[config.mk]
export PLATFORM = sky130hd
export DESIGN_NAME = muldiv_arbiter
export DESIGN_NICKNAME = d
export VERILOG_FILES = /design/src/rtl/muldiv_pkg.sv /design/src/rtl/rr_arbiter.sv /design/src/rtl/muldiv_arbiter.sv
export SDC_FILE = /design/constraint.sdc
export NUM_CORES = 1
export LEC_CHECK = 0
export ABC_AREA = 1
export BUFFER_PORTS_ARGS = -buffer_cell sky130_fd_sc_hd__buf_2
export CORE_MARGIN = 2
export CORE_UTILIZATION = 53
export CTS_CLUSTER_SIZE = 10
export DETAILED_ROUTE_END_ITERATION = 10
export PLACE_DENSITY = 0.79
export SYNTH_ARGS = -nofsm -noshare
export SYNTH_HDL_FRONTEND = slang
export SYNTH_SLANG_ARGS = --single-unit
export TNS_END_PERCENT = 10
[constraint.sdc]
create_clock -name clk -period 4.8 [get_ports clk]
set_input_delay 1.2 -clock clk [delete_from_list [all_inputs] [get_ports clk]]
set_output_delay 1.2 -clock clk [all_outputs]
set_load 0.005 [all_outputs]
[src/rtl/muldiv_pkg.sv]
// rtl/muldiv_pkg.sv - shared ops, FSM states and result-cache layout for muldiv_arbiter
package muldiv_pkg;

  localparam logic OP_MULT = 1'b0;
  localparam logic OP_DIV  = 1'b1;

  typedef enum logic [1:0] {
    ST_IDLE = 2'd0,
    ST_BUSY = 2'd1,
    ST_RESP = 2'd2
  } state_t;

  // Cache entry packs {op, a, b, hi, lo} with lo in the least significant bits.
  function automatic int ce_width(int w);
    return 4 * w + 1;
  endfunction

  function automatic int ce_op_bit(int w);
    return 4 * w;
  endfunction

  function automatic int ce_a_lsb(int w);
    return 3 * w;
  endfunction

  function automatic int ce_b_lsb(int w);
    return 2 * w;
  endfunction

  function automatic int ce_hi_lsb(int w);
    return w;
  endfunction

  function automatic int rr_next(int idx, int n);
    return (idx + 1 == n) ? 0 : idx + 1;
  endfunction

endpackage

[src/rtl/rr_arbiter.sv]
// rtl/rr_arbiter.sv - combinational round-robin picker starting the search at ptr
module rr_arbiter #(
  parameter int NREQ = 2,
  parameter int IDW  = 1
) (
  input  logic [NREQ-1:0] req,
  input  logic [IDW-1:0]  ptr,
  output logic [NREQ-1:0] grant,
  output logic [IDW-1:0]  idx,
  output logic            any
);

  logic [IDW-1:0] j;

  always_comb begin
    grant = '0;
    idx   = '0;
    any   = 1'b0;
    j     = '0;
    for (int k = 0; k < NREQ; k++) begin
      j = IDW'((int'(ptr) + k) % NREQ);
      if (!any && req[j]) begin
        any      = 1'b1;
        grant[j] = 1'b1;
        idx      = j;
      end
    end
  end

endmodule

[src/rtl/muldiv_arbiter.sv]
// rtl/muldiv_arbiter.sv - round-robin sharing of one iterative mul/div unit with a one-entry result cache
module muldiv_arbiter
  import muldiv_pkg::*;
#(
  parameter int NREQ = 2,
  parameter int W    = 32,
  parameter int IDW  = (NREQ > 1) ? $clog2(NREQ) : 1
) (
  input  logic              clk,
  input  logic              rst,
  input  logic [NREQ-1:0]   req_valid,
  output logic [NREQ-1:0]   req_ready,
  input  logic [NREQ-1:0]   req_op,
  input  logic [NREQ*W-1:0] req_a,
  input  logic [NREQ*W-1:0] req_b,
  output logic              resp_valid,
  input  logic              resp_ready,
  output logic [IDW-1:0]    resp_id,
  output logic [W-1:0]      resp_hi,
  output logic [W-1:0]      resp_lo,
  input  logic              flush,
  output logic              unit_start,
  output logic              unit_op,
  output logic [W-1:0]      unit_a,
  output logic [W-1:0]      unit_b,
  input  logic              unit_done,
  input  logic [W-1:0]      unit_hi,
  input  logic [W-1:0]      unit_lo,
  output logic              busy
);

  localparam int CEW   = ce_width(W);
  localparam int CE_OP = ce_op_bit(W);
  localparam int CE_A  = ce_a_lsb(W);
  localparam int CE_B  = ce_b_lsb(W);
  localparam int CE_HI = ce_hi_lsb(W);

  state_t           state_q, state_d;
  logic [IDW-1:0]   rr_ptr_q, g_idx, id_q;
  logic [NREQ-1:0]  grant;
  logic             any_req, xfer, hit, div_zero;
  logic             op_q, cache_valid_q, sel_op, sel_op_q_unused;
  logic [W-1:0]     a_q, b_q, hi_q, lo_q, sel_a, sel_b;
  logic [CEW-1:0]   cache_q;
  logic [W-1:0]     a_arr [NREQ];
  logic [W-1:0]     b_arr [NREQ];

  for (genvar i = 0; i < NREQ; i++) begin : g_split
    assign a_arr[i] = req_a[i*W +: W];
    assign b_arr[i] = req_b[i*W +: W];
  end

  rr_arbiter #(.NREQ(NREQ), .IDW(IDW)) u_rr (
    .req   (req_valid),
    .ptr   (rr_ptr_q),
    .grant (grant),
    .idx   (g_idx),
    .any   (any_req)
  );

  assign xfer      = !rst && (state_q == ST_IDLE) && any_req;
  assign req_ready = xfer ? grant : '0;
  assign sel_op    = req_op[g_idx];
  assign sel_a     = a_arr[g_idx];
  assign sel_b     = b_arr[g_idx];
  assign sel_op_q_unused = 1'b0;

  // Hit check sees the cache before any same-cycle flush takes effect.
  assign hit      = cache_valid_q && (cache_q[CE_OP] == sel_op) &&
                    (cache_q[CE_A +: W] == sel_a) && (cache_q[CE_B +: W] == sel_b);
  assign div_zero = (sel_op == OP_DIV) && (sel_b == '0);

  always_ff @(posedge clk) begin
    if (rst) state_q <= ST_IDLE;
    else     state_q <= state_d;
  end

  always_comb begin
    state_d = state_q;
    unique case (state_q)
      ST_IDLE: if (xfer) state_d = (hit || div_zero) ? ST_RESP : ST_BUSY;
      ST_BUSY: if (unit_done) state_d = ST_RESP;
      ST_RESP: if (resp_ready) state_d = ST_IDLE;
      default: state_d = ST_IDLE;
    endcase
  end

  always_ff @(posedge clk) begin
    if (rst) begin
      rr_ptr_q      <= '0;
      op_q          <= OP_MULT;
      a_q           <= '0;
      b_q           <= '0;
      id_q          <= '0;
      hi_q          <= '0;
      lo_q          <= '0;
      cache_valid_q <= 1'b0;
      cache_q       <= '0;
    end else begin
      if (flush) cache_valid_q <= 1'b0;
      if (xfer) begin
        op_q     <= sel_op;
        a_q      <= sel_a;
        b_q      <= sel_b;
        id_q     <= g_idx;
        rr_ptr_q <= IDW'(rr_next(int'(g_idx), NREQ));
        if (hit) begin
          hi_q <= cache_q[CE_HI +: W];
          lo_q <= cache_q[W-1:0];
        end else if (div_zero) begin
          hi_q <= sel_a;
          lo_q <= '1;
        end
      end
      // A flush in the same cycle as the load leaves the entry invalid.
      if ((state_q == ST_BUSY) && unit_done) begin
        hi_q          <= unit_hi;
        lo_q          <= unit_lo;
        cache_q       <= {op_q, a_q, b_q, unit_hi, unit_lo};
        cache_valid_q <= !flush;
      end
    end
  end

  assign resp_valid = (state_q == ST_RESP);
  assign resp_id    = id_q;
  assign resp_hi    = hi_q;
  assign resp_lo    = lo_q;
  assign unit_start = (state_q == ST_BUSY) && !sel_op_q_unused;
  assign unit_op    = op_q;
  assign unit_a     = a_q;
  assign unit_b     = b_q;
  assign busy       = (state_q != ST_IDLE);

endmodule

# After elaboration in Yosys (flattened, before gate mapping)

Cells that the tools add are included.

Register bits: 263
Bits of input ports: 201
Output and inout bits: 135
Logic and storage cells: 90

$add $sub $neg: 2
$lt $le $gt $ge: 6
Equal/unequal tests: 9
Muxes and demuxes: 39
Bitwise logic cells: 2
Reduce and logical (&&, ||, !) cells: 22

Operators by type and width:

| operator            | number |
|---|---|
| $mux 32             | 14 |
| $eq 32x32->1        | 2 |
| $logic_not 32->1    | 1 |
| $mux 1              | 15 |
| $mux 2              | 7 |
| $logic_and 1x1->1   | 10 |
| $lt 1x2->1 const B  | 3 |
| $pmux 2 s3          | 1 |
| $reduce_bool 2->1   | 3 |
| $eq 2x2->1 const B  | 2 |
| $ne 2x1->1 const B  | 2 |
| $logic_not 1->1     | 3 |
| $reduce_and 3->1    | 1 |
| $reduce_bool 3->1   | 1 |
| $add 1x1->2 const B | 1 |
| $demux 1 s1         | 2 |
| $eq 2x1->1 const B  | 1 |
| $ge 1x1->1 const B  | 2 |
| $ge 2x2->1 const B  | 1 |
| $logic_not 2->1     | 1 |
| $ne 2x2->1 const B  | 1 |
| $not 1->2           | 1 |
| $or 2x2->2          | 1 |
| $reduce_and 2->1    | 1 |
| 3 further kinds     | 3 |

# Longest topological paths before layout

Word-level depth: 17
Depth in mapped cells: 22
Gate-level depth less buffers: 19

# Hierarchy

Synthesis repeated with hierarchy kept, for this count alone.

Cell total of the unflattened synthesis: 2,257
Area total of the unflattened synthesis: 13,764.5 um2

Modules (own cells, without submodules):

| module         | times used | cells an instance | area each (um2) | sequential area each (um2) |
|---|---|---|---|---|
| muldiv_arbiter | 1          | 2,243             | 13,709.4        | 5,265.0 |
| rr_arbiter     | 1          | 14                | 55.1            | 0.0 |

# Worst setup path after synthesis

Ideal clock, no wire load.

Path type: input port to output port
From: input port req_valid[1]
To: output port req_ready[0]
Data arrival time: 2.503 ns
Data required time: 3.600 ns
Setup slack: 1.097 ns
Cell stages on the path: 6
Path buffers: 4
Cell sequence: buf_2 buf_1 o21ai_1 clkbuf_1 buf_1 nor2_1

Longest elaborated chain between the ends: 8
Elaborated cells between the ends (all ways): 13
Those cells by class: 9 x mux; 1 x bitwise; 3 x reduce/logical

RTL lines:

| item                                      | line                 | text |
|---|---|---|
| start, declared                           | muldiv_arbiter.sv:11 | `input logic [NREQ-1:0] req_valid,` |
| $mux 1 (not written as such) (2 in a row) | rr_arbiter.sv:22     | `if (!any && req[j]) begin` |
| $mux 1                                    | rr_arbiter.sv:22     |  |
| $logic_not 1->1                           | rr_arbiter.sv:22     |  |
| $logic_and 1x1->1                         | rr_arbiter.sv:22     |  |
| $mux 1                                    | rr_arbiter.sv:22     |  |
| $logic_and 1x1->1                         | muldiv_arbiter.sv:61 | `assign xfer = !rst && (state_q == ST_IDLE) && any_req;` |
| $mux 2 (*)                                | muldiv_arbiter.sv:62 | `assign req_ready = xfer ? grant : '0;` |
| end, declared                             | muldiv_arbiter.sv:12 | `output logic [NREQ-1:0] req_ready,` |

Mark *: on every way between the ends. The rest lies on a longest branch, timed or not. The select of a mux whose other input is x is not followed.

# Worst setup path after layout

From: input port req_valid[0]
To: register hi_q[10] (netlist: resp_hi[10])

Longest elaborated chain between the ends: 16
Elaborated cells between the ends (all ways): 35
Those cells by class: 3 x eq/ne; 20 x mux; 1 x bitwise; 11 x reduce/logical

RTL lines:

| item                                       | line                                       | text |
|---|---|---|
| $mux 1 (not written as such) (2 in a row)  | rr_arbiter.sv:22                           |  |
| $mux 1                                     | rr_arbiter.sv:22                           |  |
| $logic_not 1->1                            | rr_arbiter.sv:22                           |  |
| $logic_and 1x1->1                          | rr_arbiter.sv:22                           |  |
| $mux 1                                     | rr_arbiter.sv:22                           |  |
| $not 1->2 (not written as such)            | muldiv_arbiter.sv:64, muldiv_arbiter.sv:65 |  |
| $mux 32 (not written as such) (3 in a row) | muldiv_arbiter.sv:64                       | `assign sel_a = a_arr[g_idx];` |
| $eq 32x32->1                               | muldiv_arbiter.sv:70                       | `(cache_q[CE_A +: W] == sel_a) && (cache_q[CE_B +: W] == sel_b);` |
| $logic_and 1x1->1                          | muldiv_arbiter.sv:69                       | `assign hit = cache_valid_q && (cache_q[CE_OP] == sel_op) &&` |
| $logic_and 1x1->1                          | muldiv_arbiter.sv:70                       |  |
| $mux 32                                    | muldiv_arbiter.sv:107                      | `if (hit) begin` |
| $mux 32                                    | muldiv_arbiter.sv:101                      | `if (xfer) begin` |
| $mux 32                                    | muldiv_arbiter.sv:116                      | `if ((state_q == ST_BUSY) && unit_done) begin` |
| end signal, assigned                       | muldiv_arbiter.sv:108                      | `hi_q <= cache_q[CE_HI +: W];` |
| end signal, assigned                       | muldiv_arbiter.sv:111                      | `hi_q <= sel_a;` |
| end signal, assigned                       | muldiv_arbiter.sv:117                      | `hi_q <= unit_hi;` |
| end, declared                              | muldiv_arbiter.sv:43                       | `logic [W-1:0] a_q, b_q, hi_q, lo_q, sel_a, sel_b;` |

Parallel ways exist; a longest one is shown, timed or not. The select of a mux whose other input is x is not followed.
A chain may end at the register's enable or synchronous reset.

==> metrics.txt <==
# TYPE chip_impl_metric gauge
chip_impl_info{name="outcome",value="complete, no violations"} 1
chip_impl_info{name="mostFrequentLayoutCell",value="nand2_1"} 1
chip_impl_metric{name="worst_ep_required_time",unit="ps"} 5280
chip_impl_metric{name="cts.sinks",unit=""} 263
chip_impl_metric{name="grt_util_met3",unit="%"} 6.04
chip_impl_info{name="worst_r2r_endpoint",value="resp_hi[10]"} 1
chip_impl_metric{name="clk_latency",unit="ps"} 560
chip_impl_metric{name="cap_violations",unit=""} 0
chip_impl_metric{name="cell_area_synth",unit="um^2"} 13600
chip_impl_metric{name="vias",unit=""} 14900
chip_impl_info{name="rsz_0062_raised_after_global_routing",value="no"} 1
chip_impl_info{name="mostFrequentLayoutCells",value="nand2_1 (650), buf_2 (335), inv_1 (268)"} 1
chip_impl_info{name="worst_hold_startpoint",value="cache_q[50]"} 1
chip_impl_info{name="worst_setup_path_class",value="input port to flip-flop"} 1
chip_impl_metric{name="worstHoldPathCells",unit=""} 2
chip_impl_metric{name="post_cts_clock_slew_at_the_launch_and_capture_registers_of_the_worst_setup_and_hold_paths",unit="ps"} 60
chip_impl_metric{name="cts-htree-levels",unit=""} 1
chip_impl_metric{name="met2_usage",unit="%"} 52.0
chip_impl_metric{name="cp.arrival",unit="ps"} 4370
chip_impl_metric{name="row_count",unit=""} 58
chip_impl_metric{name="grt-ovfl-total",unit=""} 0
chip_impl_info{name="hold_worst_path_end",value="cache_q[50]"} 1
chip_impl_metric{name="setup-tns-final",unit="ps"} 0
chip_impl_metric{name="synth_nets",unit=""} 2384
chip_impl_metric{name="chipHeight",unit="um"} 164
chip_impl_metric{name="nets",unit=""} 2649
chip_impl_metric{name="syn_avg_cell_area",unit="um^2"} 6.24
chip_impl_metric{name="timing_max_transition_violations_final",unit=""} 0
chip_impl_metric{name="drtIter0Drc",unit=""} 1259
chip_impl_metric{name="dp_hpwl",unit="um"} 30600
chip_impl_metric{name="synth.yosys.seq_area_share",unit="%"} 38.7
chip_impl_metric{name="final_critical_path_setup_slack",unit="ps"} 905
chip_impl_metric{name="num_io_pins",unit=""} 336
chip_impl_metric{name="worst_slew_pin_slew",unit="ps"} 1330
chip_impl_metric{name="first_global_vias",unit=""} 13600
chip_impl_metric{name="r2r_setup_slack",unit="ps"} 1300
chip_impl_metric{name="grt_max_degree",unit=""} 174
chip_impl_metric{name="power-per-cell-area",unit="nW/um^2"} 369
chip_impl_info{name="busiest_layer",value="met2"} 1
chip_impl_metric{name="port_buffers",unit=""} 335
chip_impl_metric{name="area_delta_synth_final",unit="%"} 19.3
chip_impl_metric{name="initial_core_util",unit="%"} 54.1
chip_impl_metric{name="layout_worst_path_cycle_share",unit="%"} 81.1
chip_impl_metric{name="placement.setup.worst_slack",unit="ps"} 386
chip_impl_metric{name="detail_route.first_pass.iterations",unit=""} 6
chip_impl_metric{name="final.setup_skew",unit="ps"} 17.4
chip_impl_metric{name="vias_per_cell",unit=""} 5.32
chip_impl_metric{name="syn-instance-count",unit=""} 2183
chip_impl_info{name="cts_root_buffer",value="clkbuf_16"} 1
chip_impl_metric{name="synth_warnings",unit=""} 0
chip_impl_info{name="critPathCaptureType",value="flip-flop"} 1
chip_impl_metric{name="fill_cells",unit=""} 2325
chip_impl_info{name="worst_hold_path_type",value="flip-flop to flip-flop"} 1
chip_impl_metric{name="total_grt_usage",unit="%"} 31.0
chip_impl_metric{name="sum_of_routed_wire_length_over_all_layers",unit="um"} 43300
chip_impl_metric{name="drc_errors",unit=""} 0
chip_impl_info{name="timing.rr.start",value="rr_ptr_q"} 1
chip_impl_metric{name="clock_tree.buffer_depth",unit=""} 3
chip_impl_metric{name="setup-violations-final",unit=""} 0
chip_impl_metric{name="timing.final.crit_period",unit="ps"} 3900
chip_impl_metric{name="drt-wirelength-per-cell",unit="um"} 15.5
chip_impl_info{name="clock_tree_from_tritoncts",value="done"} 1
chip_impl_metric{name="layout.cells.non_filler",unit=""} 2794
chip_impl_metric{name="use_met1",unit="%"} 38.8
chip_impl_metric{name="cts_buffers",unit=""} 30
chip_impl_metric{name="relSlewSlack",unit="%"} 11.7
chip_impl_metric{name="totalPowerFinal",unit="uW"} 6000
chip_impl_metric{name="coreArea",unit="um^2"} 25200
chip_impl_metric{name="cellLeakagePower",unit="uW"} 0.00849
chip_impl_metric{name="die_area",unit="um^2"} 27000
chip_impl_metric{name="die_width",unit="um"} 164
chip_impl_metric{name="dp_cells",unit=""} 2746
chip_impl_metric{name="power.ir.vdd_worst",unit="mV"} 0.316
chip_impl_metric{name="gpl.final_weighted_congestion",unit=""} 0.917
chip_impl_metric{name="post_cts.repair.setup_buffers",unit=""} 0
chip_impl_metric{name="hold_violations",unit=""} 0
chip_impl_metric{name="maxClockFrequency",unit="MHz"} 257
chip_impl_info{name="startpoint_type",value="input port"} 1
chip_impl_metric{name="yosys_register_bits",unit=""} 263
chip_impl_metric{name="grt_antenna_before_repair",unit=""} 14
chip_impl_metric{name="cts-hold-fix-buffers",unit=""} 0
chip_impl_metric{name="fraction_of_layout_instances_using_a_drive_strength_above_1",unit="%"} 16.6
chip_impl_metric{name="drt.antenna.violating_nets",unit=""} 0
chip_impl_metric{name="ff2ff_path_depth",unit=""} 19
chip_impl_metric{name="path_max_fanout",unit=""} 72
chip_impl_metric{name="cts_resized",unit=""} 0
chip_impl_metric{name="grt_first_pass_wirelength",unit="um"} 67400
chip_impl_metric{name="unique_masters_post_synth",unit=""} 28
==> cell type report <==
cell class	instances	area [um^2]	share of cell area [%]
antenna	12	30.0	0.185
clock buffer	35	790	4.86
clock inverter	1	16.3	0.100
inverter	270	1020	6.27
multi-input combinational	1523	6810	41.9
sequential	263	5270	32.4
tap	330	413	2.54
timing repair buffer	360	1900	11.7
==> through the flow <==
stage	area, um^2	hold WS (ps)	utilization [%]
final	16200	464	64.5
after global routing	16200	478	64.5
after CTS	16200	465	64.4
after detailed placement	15400	456	61.2
after global placement	15400	452	61.2
after floorplan	13600	444	-
==> critical path, cell delays in order <==
cell	delay [ps]
buf_2	130
nand2_2	100
buf_4	630
nand3_1	270
nand3_1	190
nand2_1	70
nor2_1	100
nand2_1	70
nor2_1	160
nand2_1	140
nor2_2	160
nand3_2	90
buf_4	260
nand2_1	110
nand2_1	50
buf_4	270
nand3_1	110
nand2_1	60
nor2_1	140
==> power breakdown <==
part	total (uW)	switching (uW)	internal, uW	leakage [uW]
registers	2560	139	2420	0.00215
logic	1430	923	511	0.00595
clock network	2010	871	1140	0.000395
total	6000	1930	4060	0.00849
==> Yosys cell counts, drive strengths merged <==
master	n	area, um^2
nand2	655	2470
inv	268	1010
nor2	264	996
dfxtp	263	5270
nand3	253	1270
o21ai	138	694
a21oi	103	519
clkbuf	72	270
buf	55	282
nand4	34	213
mux2i	32	320
nand3b	25	188
a31oi	8	50.1
nor3	5	25.0
clkinv	2	7.51
nor4	2	12.5
o211ai	2	15.0
a211oi	1	7.51
a31o	1	8.76
==> kinds of logic after synthesis <==
family / synth area share, %
compound gates: 9.51
mux: 2.35
buf+inv: 11.5
simple gates: 38.0
flops: 38.7
==> worst max-delay path by stage <==
stage | startpoint | to | slack, ps | depth (start not counted)
global route | req_valid[0] | resp_hi[11] | 610 | 19
finish | req_valid[0] | resp_hi[10] | 900 | 19
global placement | req_valid[1] | resp_hi[29] | 520 | 18
CTS | req_valid[0] | resp_hi[10] | 940 | 19
detailed placement | req_valid[0] | resp_hi[29] | 390 | 19
floorplan | req_valid[1] | req_ready[0] | 1100 | 6
==> metal layers <==
metal  vias up  routed length (um)
met3       114                3620
met5         -                  55
met4         8                1910
met1      6703               17500
li1       7413                   -
met2       620               20200
==> state kept, by name, summed over array words and instances (netlist names) <==
name           flops
state_q            2
resp_hi           32
unit_op            1
resp_id            1
cache_q          129
unit_a            32
unit_b            32
cache_valid_q      1
resp_lo           32
rr_ptr_q           1
Power figures use the tool's default switching activity.
